**config.mk**
```make
export PLATFORM = sky130hd
export DESIGN_NAME = uart_tx_mmio
export DESIGN_NICKNAME = d
export VERILOG_FILES = /design/src/rtl/uart_pkg.sv /design/src/rtl/sync_fifo.sv /design/src/rtl/uart_tx_mmio.sv
export SDC_FILE = /design/constraint.sdc
export NUM_CORES = 1
export LEC_CHECK = 0
export ABC_AREA = 1
export ABC_CLOCK_PERIOD_IN_PS = 3300
export CORE_AREA = 2 2 105 107
export DETAILED_ROUTE_END_ITERATION = 16
export DIE_AREA = 0 0 107 109
export GPL_TIMING_DRIVEN = 0
export PLACE_DENSITY = 0.76
export SYNTH_ARGS = -nofsm -noshare
export SYNTH_HDL_FRONTEND = slang
export SYNTH_HIERARCHICAL = 1
export SYNTH_SLANG_ARGS = --single-unit
```
**constraint.sdc**
```tcl
create_clock -name clk -period 3.3 [get_ports clk]
set_clock_uncertainty 0.15 [all_clocks]
set_input_delay 0.33 -clock clk [delete_from_list [all_inputs] [get_ports clk]]
set_output_delay 0.33 -clock clk [all_outputs]
set_load 0.02 [all_outputs]
```
**src/rtl/uart_pkg.sv**
```systemverilog
// Shared types and register-map constants for the memory-mapped UART transmitter.
package uart_pkg;

  typedef enum logic [1:0] {
    IDLE,
    START,
    DATA,
    STOP
  } tx_state_e;

  localparam logic [2:0] TXDATA_OFS = 3'h0;
  localparam logic [2:0] STATUS_OFS = 3'h4;

  localparam int ST_FULL  = 0;
  localparam int ST_EMPTY = 1;
  localparam int ST_BUSY  = 2;
  localparam int ST_OVF   = 3;

endpackage

```
**src/rtl/sync_fifo.sv**
```systemverilog
// Single-clock FIFO with first-word fall-through: dout always shows the head entry.
// Pushes while full and pops while empty are ignored.
module sync_fifo #(
  parameter int WIDTH = 8,
  parameter int DEPTH = 8
) (
  input  logic             clk,
  input  logic             rst_n,
  input  logic             push,
  input  logic             pop,
  input  logic [WIDTH-1:0] din,
  output logic [WIDTH-1:0] dout,
  output logic             full,
  output logic             empty
);

  localparam int AW = (DEPTH > 1) ? $clog2(DEPTH) : 1;

  logic [WIDTH-1:0] mem [DEPTH];
  logic [AW-1:0]    wr_ptr;
  logic [AW-1:0]    rd_ptr;
  logic [AW:0]      count;
  logic             push_ok;
  logic             pop_ok;

  assign full    = (count == (AW+1)'(DEPTH));
  assign empty   = (count == '0);
  assign push_ok = push && !full;
  assign pop_ok  = pop && !empty;
  assign dout    = mem[rd_ptr];

  // NOTE: the storage array has no reset; only pointers and count need a known state.
  always_ff @(posedge clk) begin
    if (push_ok) mem[wr_ptr] <= din;
  end

  // Pointers wrap naturally because DEPTH is a power of two.
  always_ff @(posedge clk or negedge rst_n) begin
    if (!rst_n) begin
      wr_ptr <= '0;
      rd_ptr <= '0;
      count  <= '0;
    end else begin
      if (push_ok) wr_ptr <= wr_ptr + AW'(1);
      if (pop_ok)  rd_ptr <= rd_ptr + AW'(1);
      case ({push_ok, pop_ok})
        2'b10:   count <= count + (AW+1)'(1);
        2'b01:   count <= count - (AW+1)'(1);
        default: count <= count;
      endcase
    end
  end

endmodule

```
**src/rtl/uart_tx_mmio.sv**
```systemverilog
// Memory-mapped 8N1 UART transmitter: TXDATA/STATUS registers, TX FIFO, bit-serial FSM.
// Define UART_TX_IRQ_EN to add the registered drain interrupt output irq.
module uart_tx_mmio
  import uart_pkg::*;
#(
  parameter int          CLK_FREQ_HZ = 50_000_000,
  parameter int          BAUD        = 115_200,
  parameter int          FIFO_DEPTH  = 8,
  parameter logic [31:0] BASE_ADDR   = 32'h1000_0000
) (
  input  logic        clk,
  input  logic        rst_n,
  input  logic        we,
  input  logic        re,
  input  logic [31:0] addr,
  input  logic [31:0] wdata,
  output logic [31:0] rdata,
  output logic        tx
`ifdef UART_TX_IRQ_EN
  ,
  output logic        irq
`endif
);

  localparam int DIV = CLK_FREQ_HZ / BAUD;
  localparam int CW  = $clog2(DIV);

  tx_state_e     state;
  tx_state_e     state_next;
  logic [CW-1:0] baud_cnt;
  logic [2:0]    bit_idx;
  logic [7:0]    shift;
  logic          bit_end;
  logic          pop;

  logic          hit;
  logic [2:0]    ofs;
  logic          wr_txdata;
  logic          wr_status;
  logic          ovf;
  logic          busy;
  logic          full;
  logic          empty;
  logic [7:0]    head;
  logic [31:0]   status;
  logic          unused_bits;

  // Bus decode: the low two address bits select nothing, so byte lanes alias.
  assign hit       = (addr[31:3] == BASE_ADDR[31:3]);
  assign ofs       = {addr[2], 2'b00};
  assign wr_txdata = we && hit && (ofs == TXDATA_OFS);
  assign wr_status = we && hit && (ofs == STATUS_OFS);
  assign unused_bits = ^{addr[1:0], wdata[31:8]};

  assign busy = (state != IDLE);

  always_comb begin
    status           = '0;
    status[ST_FULL]  = full;
    status[ST_EMPTY] = empty;
    status[ST_BUSY]  = busy;
    status[ST_OVF]   = ovf;
  end

  assign rdata = (re && hit && (ofs == STATUS_OFS)) ? status : 32'h0;

  sync_fifo #(
    .WIDTH (8),
    .DEPTH (FIFO_DEPTH)
  ) u_fifo (
    .clk   (clk),
    .rst_n (rst_n),
    .push  (wr_txdata),
    .pop   (pop),
    .din   (wdata[7:0]),
    .dout  (head),
    .full  (full),
    .empty (empty)
  );

  // A write that finds the FIFO full is lost even if a pop frees a slot on the same edge.
  always_ff @(posedge clk or negedge rst_n) begin
    if (!rst_n)                            ovf <= 1'b0;
    else if (wr_txdata && full)            ovf <= 1'b1;
    else if (wr_status && wdata[ST_OVF])   ovf <= 1'b0;
  end

  assign bit_end = (baud_cnt == CW'(DIV - 1));

  // NOTE: non-blocking assignments for every registered signal, so all flops update together.
  always_ff @(posedge clk or negedge rst_n) begin
    if (!rst_n) state <= IDLE;
    else        state <= state_next;
  end

  // NOTE: defaults are assigned first so no path through the case infers a latch.
  always_comb begin
    state_next = state;
    pop        = 1'b0;
    case (state)
      IDLE: begin
        if (!empty) begin
          pop        = 1'b1;
          state_next = START;
        end
      end
      START: begin
        if (bit_end) state_next = DATA;
      end
      DATA: begin
        if (bit_end && (bit_idx == 3'd7)) state_next = STOP;
      end
      STOP: begin
        if (bit_end) begin
          if (!empty) begin
            pop        = 1'b1;
            state_next = START;
          end else begin
            state_next = IDLE;
          end
        end
      end
      default: state_next = IDLE;
    endcase
  end

  always_ff @(posedge clk or negedge rst_n) begin
    if (!rst_n) begin
      baud_cnt <= '0;
      bit_idx  <= '0;
      shift    <= '0;
    end else begin
      if ((state == IDLE) || bit_end) baud_cnt <= '0;
      else                            baud_cnt <= baud_cnt + CW'(1);

      if ((state == START) && bit_end)     bit_idx <= '0;
      else if ((state == DATA) && bit_end) bit_idx <= bit_idx + 3'd1;

      if (pop)                             shift <= head;
      else if ((state == DATA) && bit_end) shift <= {1'b0, shift[7:1]};
    end
  end

  // Line is decoded straight from state so an asynchronous reset idles it at once.
  always_comb begin
    tx = 1'b1;
    case (state)
      START:   tx = 1'b0;
      DATA:    tx = shift[0];
      default: tx = 1'b1;
    endcase
  end

`ifdef UART_TX_IRQ_EN
  always_ff @(posedge clk or negedge rst_n) begin
    if (!rst_n) irq <= 1'b0;
    else        irq <= empty && !busy;
  end
`endif

endmodule

```
==> out/qor.yml, run 1 <==
run_status:
  status: "finished clean"
final_layout:
  final_cell_area_um2: 6035
  nFillCells: 921
  nets: 766
  area_delta_synth_final_pct: 18.12
  drive_gt1_share_pct: 10.17
  final_common_cell: "nand2_1"
  fin_util_pct: 56.92
  layout_common_cells: "191 x nand2_1, 98 x nor2_1, 73 x inv_1"
  antenna_cells: 0
clock_tree:
  cts_tree: "built"
  clock_path_buffers: 2
  htree_num_levels: 3
  cts-root-buf: "clkbuf_8"
  path_clk_slew_ns: 0.09
  cts.sinks: 97
  clk-insertion-delay-late_ns: 0.36
  cts-buffers-inserted: 9
logic_synthesis:
  synthTopCellsByArea: "edfxtp_1 38%, dfrtp_1 16%, nand2_1 14%"
  syn_area_per_cell_um2: 8.543
  yosysTopAreaCell: "edfxtp_1"
  synth_edf_count: 64
  synth_top_area_share_pct: 37.62
  synth_cell_types: 31
  async_flop_share_pct: 34.02
  synthCells: 598
  ys_ff_latch: 97
  ys_seq_area_share_pct: 53.78
  ys.flop_type: "edfxtp_1"
  ys_warn_count: 6
  netlist_area_um2: 5109
grt:
  grtUsageTotal_pct: 18.13
  antenna_found_initial: 0
  grt_pass1_wl_mm: 16.57
  grt_overflow: 0
  grt_max_degree: 34
  grt_pass1_vias: 3761
critical_path:
  cp-start-kind: "input port"
  critical_path.max_stage_delay_ns: 0.98
  r2r_slack_ns: 0.33
  reg2reg_depth: 14
  crit_chain: "clkdlybuf4s50_1 > or2_1 > nor2_1 > nand2_1 > nor2_1 > nand2_1 > nor2_1 > nand2_2 > buf_6 > nor3_1"
  slowest_stage: "nor3_1"
  worst-path-max-fanout: 10
  r2r_end: "u_fifo/count[3]"
  cp.arrival_ns: 2.80
  cp_top_family: "simple AND/OR/NAND/NOR gates"
  worstSetupPathType: "input port to flip-flop"
  cpMostUsedCell: "nor2_1"
  cp-end-kind: "flip-flop"
  rr_startpoint: "state[0]"
  cp.buffers_inverters: 2
  required_ns: 3.13
place:
  hpwlAfterDp_mm: 7.463
  place_area_um2: 5841
  gp_congestion: 0.8231
  io_buffers: 46
power_and_ir_drop:
  ir_drop_v: 0.0003531
  fin_total_pwr_w: 0.002165
  p_per_area_nw_per_um2: 358.7
  leakage_nw: 2.773
detailed_routing:
  ant_nets: 0
  drc: 0
  drt-pass1-iter-count: 4
  wirelength_mm: 9.729
  vias_per_cell: 4.541
  wl_per_cell_um: 11.75
  drt_iter0_markers: 175
  num_vias: 3760
sta:
  setup_viol: 0
  rsz0062_at_grt: "false"
  fmax_mhz: 336.4
  drv_slew: 0
  finalCritPeriodShare_pct: 90.09
  fin_crit_ns: 2.973
  relSlewSlack_pct: 12.60
  whs_ns: 0.3399
  hold_viol_final: 0
  worstMarginPinSlew_ns: 1.301
floorplan:
  die_w_um: 107
  fp.dieH_um: 109
  ioPinCount: 101
  initial_core_util_pct: 48.18
  coreArea_um2: 10600
  dieArea_um2: 11660
  rows: 38
worst_hold_path:
  min_path_cells: 2
  hp-class: "flip-flop to flip-flop"
  min_from: "ovf"
  min_to: "ovf"
run:
  drv_cap: 0
timing repair:
action / CTS / global route
endpoints found under the hold margin: 33 / 0
hold buffers: 1 / 0
gates resized for setup: 0 / 0
setup buffers: 0 / 0
synth_stat cells, types with 3 or more instances:
cell type and number:
nand2_1 191, nor2_1 98, inv_1 73, edfxtp_1 64
dfrtp_1 33, buf_4 31, nand3_1 22, ha_1 14
nor3_1 14, o21ai_0 10, nand3b_1 7, buf_2 5
buf_6 5, a21oi_1 4, xnor2_1 4, nand2_2 3
worst reg2reg max path: cells and delay by family (launching register included):
kind	cells	cell delay, ns
and+or+nand+nor	7	0.90
buffers and inverters	4	0.52
DFF	1	0.45
adders and majority gates	3	0.83
stage by stage:
step | std cells | TNS (ns) | worst slack (ns)
2_1_floorplan | 625 | 0 | 0.6944
3_3_place_gp | 811 | -0.3240 | -0.04123
3_5_place_dp | 811 | -1.985 | -0.06891
4_1_cts | 828 | 0 | 0.3248
5_1_grt | 828 | 0 | 0.04284
6_report | 828 | 0 | 0.3269
report_power, final:
group	internal, W	switching, W	total [W]
Clock	0.000290	0.000436	0.000726
Combinational	0.0000713	0.0000683	0.000140
Sequential	0.00130	0.00000121	0.00130
Total	0.00166	0.000506	0.00216
final cells by class:
class | count | area [um^2] | share of cell area (%)
sequential | 97 | 2748 | 45.53
multi-input combinational | 410 | 1859 | 30.81
timing repair buffer | 47 | 465.4 | 7.713
buffer | 42 | 317.8 | 5.266
inverter | 76 | 285.3 | 4.727
tap | 140 | 175.2 | 2.903
clock buffer | 9 | 123.9 | 2.053
clock inverter | 7 | 60.06 | 0.9952
per-layer routing:
layer	GRT usage, %	vias to the layer above	share of wire (%)
li1	-	1975	-
met1	20.89	1678	43
met2	33.48	98	51
met3	4.244	9	5.1
met4	5.566	0	0.90
met5	0	-	0
registers in the layout, summed over array words and instances (netlist names):
register / flops
shift: 8
u_fifo/rd_ptr: 3
bit_idx: 3
u_fifo/wr_ptr: 3
state: 2
baud_cnt: 9
u_fifo/mem: 64
u_fifo/count: 4
ovf: 1
logic make-up after synthesis:
family / after synthesis / synth area share [%]
AO/OA/AOI/OAI: 15 / 1.519
XOR/XNOR: 6 / 1.029
adder cells (fa/ha/maj): 15 / 3.821
buffers and inverters: 118 / 11.80
flip-flops: 97 / 53.78
other: 1 / 0.07340
AND/OR/NAND/NOR: 346 / 27.97
worst max-delay path by stage:
stage             start               end  slack, ns  cells after the start
6_report        addr[4]  u_fifo/mem[3][5]       0.33                     10
5_1_grt        state[0]   u_fifo/count[3]       0.04                     14
4_1_cts        state[0]   u_fifo/count[3]       0.32                     14
3_5_place_dp    addr[4]  u_fifo/mem[3][6]      -0.07                     10
3_3_place_gp    addr[4]  u_fifo/mem[3][6]      -0.04                     10
2_1_floorplan  state[0]   u_fifo/count[3]       0.69                     14
(Power assumes the default switching activity.)
==> run 2: changes to the inputs <==
CAP_MARGIN = 10   (was not set)
CTS_CLUSTER_DIAMETER = 30   (was not set)
==> run 2 against run 1 <==
Against the previous run:
- routed wire length up 0.72%
- worst setup slack better by 0.0053 ns
- via count up 0.29%
- global-route usage unchanged
- register-to-register slack about the same
- total power about the same
- first-iteration DRC count up 15%
- critical path type is now flip-flop to flip-flop
- die area unchanged
- largest power group unchanged
- final area up 0.62%
==> out/qor.yml, run 2 (same netlist as run 1, synthesis figures left out) <==
run_status:
  status: "finished clean"
critical_path:
  r2r_slack_ns: 0.33  # about the same
  crit_chain: "inv_1 > ha_1 > clkinv_1 > nand2_4 > inv_1 > nand2_1 > inv_1 > ha_1 > ha_1 > or2_2 > nand2_1 > nand2_1 > nand3_1 > nand2_1"
  worst-path-max-fanout: 9  # -1
  cp-end-kind: "flip-flop"
  cp.arrival_ns: 3.07  # +0.27 ns
  required_ns: 3.40  # +0.27 ns
  cp-start-kind: "flip-flop"
  rr_startpoint: "state[0]"
  r2r_end: "u_fifo/count[3]"
  worstSetupPathType: "flip-flop to flip-flop"
  critical_path.max_stage_delay_ns: 0.45  # -0.53 ns
  reg2reg_depth: 14  # unchanged
  cp_top_family: "simple AND/OR/NAND/NOR gates"
  slowest_stage: "dfrtp_1"
  cp.buffers_inverters: 4  # +2
  cpMostUsedCell: "nand2_1"
power_and_ir_drop:
  p_seq_share_pct: 60.0  # about the same
  leakage_nw: 2.798  # +0.88%
  fin_total_pwr_w: 0.002165  # about the same
  power_switching_w: 0.0005060  # about the same
  p_per_area_nw_per_um2: 356.5  # -0.60%
  p_clk_share_pct: 33.6  # about the same
  power.share.combinational_pct: 6.5  # about the same
  switching_share_pct: 23.37  # about the same
  p_int_w: 0.001659  # about the same
  ir_drop_v: 0.0003527  # -0.12%
final_layout:
  top_regs: "u_fifo/mem (64), baud_cnt (9), shift (8)"
  layout_common_cells: "191 x nand2_1, 98 x nor2_1, 73 x inv_1"
  antenna_cells: 0  # unchanged
  largest_reg_flops: 64  # unchanged
  final_common_cell: "nand2_1"
  area_delta_synth_final_pct: 18.86
  fin_util_pct: 57.27  # +0.35 points
  drive_gt1_share_pct: 10.82  # +0.65 points
  largest_register: "u_fifo/mem"
  nets: 771  # +0.65%
  layout.cells.non_filler: 833  # +0.60%
clock_tree:
  cts-resized-gates: 0  # unchanged
  cts-root-buf: "clkbuf_8"
  cts-buffers-inserted: 9  # unchanged
  ctsHoldBuffers: 1  # unchanged
  clk-insertion-delay-late_ns: 0.36  # about the same
  cts.sinks: 97  # unchanged
  cts_setup_buffers: 0  # unchanged
  path_clk_slew_ns: 0.10  # about the same
  clock_path_buffers: 2  # unchanged
  cts_tree: "built"
  htree_num_levels: 3  # unchanged
sta:
  finalCritPeriodShare_pct: 89.93  # -0.16 points
  relSlewSlack_pct: 14.46  # +1.9 points
  setup_viol: 0  # unchanged
  fmax_mhz: 337.0  # +0.18%
  rsz0062_at_grt: "false"
  drv_slew: 0  # unchanged
  fin_ws_ns: 0.3322  # +0.005299 ns
  hold_viol_final: 0  # unchanged
  fin_crit_ns: 2.968  # -0.005299 ns
  setup_tns_ns: 0  # unchanged
  worstMarginPinSlew_ns: 1.273  # -0.02763 ns
grt:
  grtUsageTotal_pct: 18.13  # unchanged
  grt_pass1_wl_mm: 16.57  # unchanged
  grt_pass1_vias: 3761  # unchanged
  antenna_found_initial: 0  # unchanged
  grt_overflow: 0  # unchanged
  grt_max_degree: 34  # unchanged
worst_hold_path:
  min_path_cells: 2  # unchanged
  hp-class: "flip-flop to flip-flop"
  min_from: "ovf"
  min_to: "ovf"
detailed_routing:
  wl_per_cell_um: 11.76  # +0.11%
  drt_iter0_markers: 201  # +15%
  wirelength_mm: 9.799  # +0.72%
  drt-pass1-iter-count: 4  # unchanged
  ant_nets: 0  # unchanged
  drc: 0  # unchanged
  num_vias: 3771  # +0.29%
  vias_per_cell: 4.527  # -0.31%
place:
  gp_congestion: 0.8231  # unchanged
  place_ws_ns: -0.06891  # unchanged
  hpwlAfterDp_mm: 7.463  # unchanged
  place_inst: 811  # unchanged
  io_buffers: 46  # unchanged
floorplan:
  initial_core_util_pct: 48.18  # unchanged
  coreArea_um2: 10600  # unchanged
  fp.dieH_um: 109  # unchanged
  ioPinCount: 101  # unchanged
  dieArea_um2: 11660  # unchanged
  die_w_um: 107  # unchanged
  rows: 38  # unchanged
run:
  drv_cap: 0  # unchanged
run 2: cell types whose count changed in the layout (fill, tap and decap cells not counted), sizes merged:
cell,previous run,this run
clkbuf,10,15
run 2: how the worst max path moves through the flow:
stage / depth (start not counted) / from / to / slack, ns
final: 14 / state[0] / u_fifo/count[3] / 0.33
after global routing: 14 / state[0] / u_fifo/count[3] / 0.04
after CTS: 14 / state[0] / u_fifo/count[3] / 0.32
after detailed placement: 10 / addr[4] / u_fifo/mem[3][6] / -0.07
after global placement: 10 / addr[4] / u_fifo/mem[3][6] / -0.04
after floorplan: 14 / state[0] / u_fifo/count[3] / 0.69
run 2: stage by stage:
stage               instance area, um^2  hold slack, ns
finish                             6072          0.3398
global route                       6072          0.3858
CTS                                6035          0.3455
detailed placement                 5841          0.3006
global placement                   5846          0.3066
floorplan                          5210         -0.1156
run 2: layer usage:
layer / global-route usage [%] / share of wire, %
met4: 5.566 / 0.97
met3: 4.244 / 4.2
met5: 0 / 0
met1: 20.89 / 44
met2: 33.48 / 51
run 2: cell type report:
type	count	area [um^2]
tap	140	175.2
fill	915	4531
clock inverter	7	60.06
sequential	97	2748
inverter	76	285.3
multi-input combinational	410	1859
clock buffer	9	123.9
timing repair buffer	52	503.0
buffer	42	317.8
run 2: worst reg2reg max path, delay by kind of cell, from the launching register on:
| family | cells | cell delay, ns |
|---|---|---|
| fa+ha+maj | 3 | 0.83 |
| flops | 1 | 0.45 |
| simple gates | 7 | 0.90 |
| buf+inv | 4 | 0.51 |
run 2: power groups by stage:
stage	Clock (W)	Sequential (W)	Combinational [W]
detailed placement	0	0.00133	0.000139
finish	0.000727	0.00130	0.000140
global placement	0	0.00133	0.000136
global route	0.000794	0.00130	0.000154
CTS	0.000744	0.00130	0.000140
floorplan	0	0.00133	0.0000680
==> run 3: changes to the inputs <==
ABC_AREA = not set   (was 1)
CORE_AREA = 2 2 101 103   (was 2 2 105 107)
CTS_CLUSTER_SIZE = 25   (was not set)
DIE_AREA = 0 0 103 105   (was 0 0 107 109)
PLACE_DENSITY = 0.77   (was 0.76)
==> run 3 against run 2 <==
Against the previous run:
- worst setup slack worse by 0.24 ns
- clock power increased by 18%
- combinational power is 11% lower
- sequential share of layout area increased by 1.8 points
- maximum frequency is 7.4% lower
- global-route usage fell by 1.1 points
- via count fell by 25%
- final area decreased by 3.9%
==> out/qor.yml, run 3 <==
run_status:
  status: "finished clean"
logic_synthesis:
  yosys-top-cells-count: "64 x edfxtp_1, 33 x dfrtp_1, 28 x buf_4"
  synthXorXnorAreaFrac_pct: 2.409  # +1.4 points
  netlist_area_um2: 4726  # -7.5%
  yosysMostFrequentCell: "edfxtp_1"
  synthAdderAreaFrac_pct: 4.130  # +0.31 points
  ys_ff_latch: 97  # unchanged
  synth_edf_count: 64  # unchanged
  synth_cell_types: 48  # +55%
  yosysTopAreaCell: "edfxtp_1"
  syn_area_per_cell_um2: 14.63  # +71%
  ys_seq_area_share_pct: 58.14  # +4.4 points
  synth_top_family_by_area: "multiplexers"
  synthTopCellsByArea: "edfxtp_1 41%, dfrtp_1 17%, mux4_1 8.9%"
  ys.flop_type: "edfxtp_1"
  synth_mux_area_share_pct: 15.28  # +15 points
  ys_warn_count: 6  # unchanged
  async_flop_share_pct: 34.02  # unchanged
  yosys.area_share.simple_pct: 9.637  # -18 points
  synth_top_area_share_pct: 40.67  # +3.0 points
  synthCells: 323  # -46%
  synth_compound_area_share_pct: 3.415  # +1.9 points
detailed_routing:
  vias_per_cell: 5.081  # +12%
  drc: 0  # unchanged
  wl_per_cell_um: 15.91  # +35%
  num_vias: 2820  # -25%
  ant_nets: 0  # unchanged
  drt_iter0_markers: 111  # -45%
  wirelength_mm: 8.831  # -9.9%
  drt-pass1-iter-count: 4  # unchanged
grt:
  grt_max_degree: 34  # unchanged
  grt_pass1_wl_mm: 13.81  # -17%
  grt_pass1_vias: 2812  # -25%
  grtUsageTotal_pct: 17.01  # -1.1 points
  antenna_found_initial: 0  # unchanged
  grt_overflow: 0  # unchanged
critical_path:
  crit_chain: "nor4b_4 > a31oi_4 > nor3_4 > o41ai_2 > inv_1 > ha_4 > ha_4 > or4b_2 > o311ai_0 > o211ai_1"
  cp-start-kind: "flip-flop"
  critical_path.max_stage_delay_ns: 0.62  # +0.17 ns
  rr_startpoint: "baud_cnt[3]"
  r2r_slack_ns: 0.09  # -0.24 ns
  cp.buffers_inverters: 1  # -3
  slowest_stage: "or4b_2"
  worstSetupPathType: "flip-flop to flip-flop"
  cpMostUsedCell: "ha_4"
  worst-path-max-fanout: 9  # unchanged
  cp_top_family: "simple AND/OR/NAND/NOR gates"
  cp.arrival_ns: 3.29  # +0.22 ns
  cp-end-kind: "flip-flop"
  r2r_end: "u_fifo/count[3]"
  reg2reg_depth: 10  # -4
  required_ns: 3.39  # about the same
place:
  io_buffers: 46  # unchanged
  place_ws_ns: -0.7008  # -0.6319 ns
  gp_congestion: 0.7518  # -8.7%
  hpwlAfterDp_mm: 6.103  # -18%
power_and_ir_drop:
  fin_total_pwr_w: 0.002277  # +5.2%
  ir_drop_v: 0.0003381  # -4.1%
  p_per_area_nw_per_um2: 390.2  # +9.5%
  leakage_nw: 2.287  # -18%
sta:
  fmax_mhz: 311.9  # -7.4%
  relSlewSlack_pct: 36.30  # +22 points
  fin_ws_ns: 0.09408  # -0.2381 ns
  worstMarginPinSlew_ns: 0.9519  # -0.3214 ns
  setup_viol: 0  # unchanged
  fin_crit_ns: 3.206  # +0.2381 ns
  setup_tns_ns: 0  # unchanged
  finalCritPeriodShare_pct: 97.15  # +7.2 points
  hold_viol_final: 0  # unchanged
  drv_slew: 0  # unchanged
worst_hold_path:
  hp-class: "flip-flop to flip-flop"
  min_from: "shift[7]"
  min_to: "shift[7]"
  min_path_cells: 2  # unchanged
clock_tree:
  clock_path_buffers: 2  # unchanged
  cts.sinks: 97  # unchanged
  htree_num_levels: 3  # unchanged
  clk-insertion-delay-late_ns: 0.36  # about the same
  cts-root-buf: "clkbuf_8"
  cts-buffers-inserted: 9  # unchanged
  cts_tree: "built"
  path_clk_slew_ns: 0.09  # about the same
floorplan:
  coreArea_um2: 9639  # -9.1%
  ioPinCount: 101  # unchanged
  rows: 36  # -5.3%
  initial_core_util_pct: 49.03  # +0.84 points
  dieArea_um2: 10820  # -7.3%
  fp.dieH_um: 105  # -3.7%
  die_w_um: 103  # -3.7%
final_layout:
  nets: 500  # -35%
  nFillCells: 741  # -19%
  multi_input_area_um2: 1834  # -1.3%
  area_delta_synth_final_pct: 23.48
  final_common_cell: "edfxtp_1"
  antenna_cells: 0  # unchanged
  drive_gt1_share_pct: 23.46  # +13 points
  largest_register: "u_fifo/mem"
  layout_common_cells: "64 x edfxtp_1, 45 x clkdlybuf4s50_1, 37 x buf_4"
  final-seq-area_um2: 2748  # unchanged
  largest_reg_flops: 64  # unchanged
  top_regs: "u_fifo/mem (64), baud_cnt (9), shift (8)"
run:
  drv_cap: 0  # unchanged
[run 3: cell count changes in the layout (fill, tap and decap cells not counted), sizes merged, moves of 4 or more]
cell,previous run,this run
nor2,101,19
nand3,24,8
nand2b,0,4
nor3,14,6
o21ai,10,5
nor4,0,7
and4,0,4
mux2,0,25
inv,80,18
mux4,0,16
nand2,196,19
nand3b,7,1
xnor2,4,11
[run 3: cell type report]
| cell class | count | area share, % |
|---|---|---|
| Inverter | 16 | 1.029 |
| Timing Repair Buffer | 56 | 9.134 |
| Multi-Input combinational cell | 201 | 31.43 |
| Buffer | 36 | 4.567 |
| Clock inverter | 5 | 1.479 |
| Sequential cell | 97 | 47.08 |
| Tap cell | 133 | 2.852 |
| Clock buffer | 11 | 2.423 |
[run 3: worst max-delay path by stage]
stage | startpoint | end | slack (ns) | cells after the start
after CTS | addr[22] | u_fifo/count[3] | 0.01 | 11
final | baud_cnt[3] | u_fifo/count[3] | 0.09 | 10
after global routing | baud_cnt[1] | u_fifo/count[3] | -0.03 | 12
after global placement | addr[19] | u_fifo/count[3] | -0.62 | 11
after floorplan | baud_cnt[1] | u_fifo/count[3] | 0.05 | 12
after detailed placement | addr[22] | u_fifo/count[3] | -0.70 | 11
[run 3: what timing repair did]
action / in CTS / in global routing
gates resized for setup: 8 / 5
buffers inserted: 3 / 4
setup endpoints to repair: 1 / 1
hold buffers: 1 / 0
pin swaps: 3 / 3
hold endpoints to repair: 33 / 0
[run 3: worst min-delay path: cells and delay by family (launching register included)]
family,cells,cell delay (ns)
DFF,1,0.38
muxes,1,0.05
and+or+nand+nor,1,0.06
[run 3: cell families (layout without fill, tap and decap cells)]
group           Yosys count  after routing
fa+ha+maj                15             15
buf+inv                  52            124
mux                      43             43
simple gates             80             80
other cells               1             28
xor+xnor                 13             13
flops                    97             97
compound gates           22             22
[run 3: metal layers]
layer / GRT usage, % / up-vias / routed length (um)
li1: - / 1361 / -
met1: 20.24 / 1374 / 3572
met2: 29.82 / 74 / 4687
met3: 3.880 / 11 / 441
met4: 5.921 / 0 / 129
met5: 0 / - / 0
[run 3: per-stage QoR]
step	instance area (um^2)	cells	utilization, %	hold WS, ns
floorplan	4827	350	-	-0.1156
global placement	5454	529	56.58	0.3371
detailed placement	5464	531	56.68	0.2928
CTS	5771	551	59.87	0.3830
global route	5836	555	60.54	0.3998
finish	5836	555	60.54	0.3775
[run 3: where the power goes]
group	leakage (nW)	switching [W]	internal, W	total [W]
clock	0.115	0.000401	0.000455	0.000856
combinational	1.19	0.0000584	0.0000666	0.000125
sequential	0.987	0.00000000000513	0.00130	0.00130
total	2.29	0.000459	0.00182	0.00228
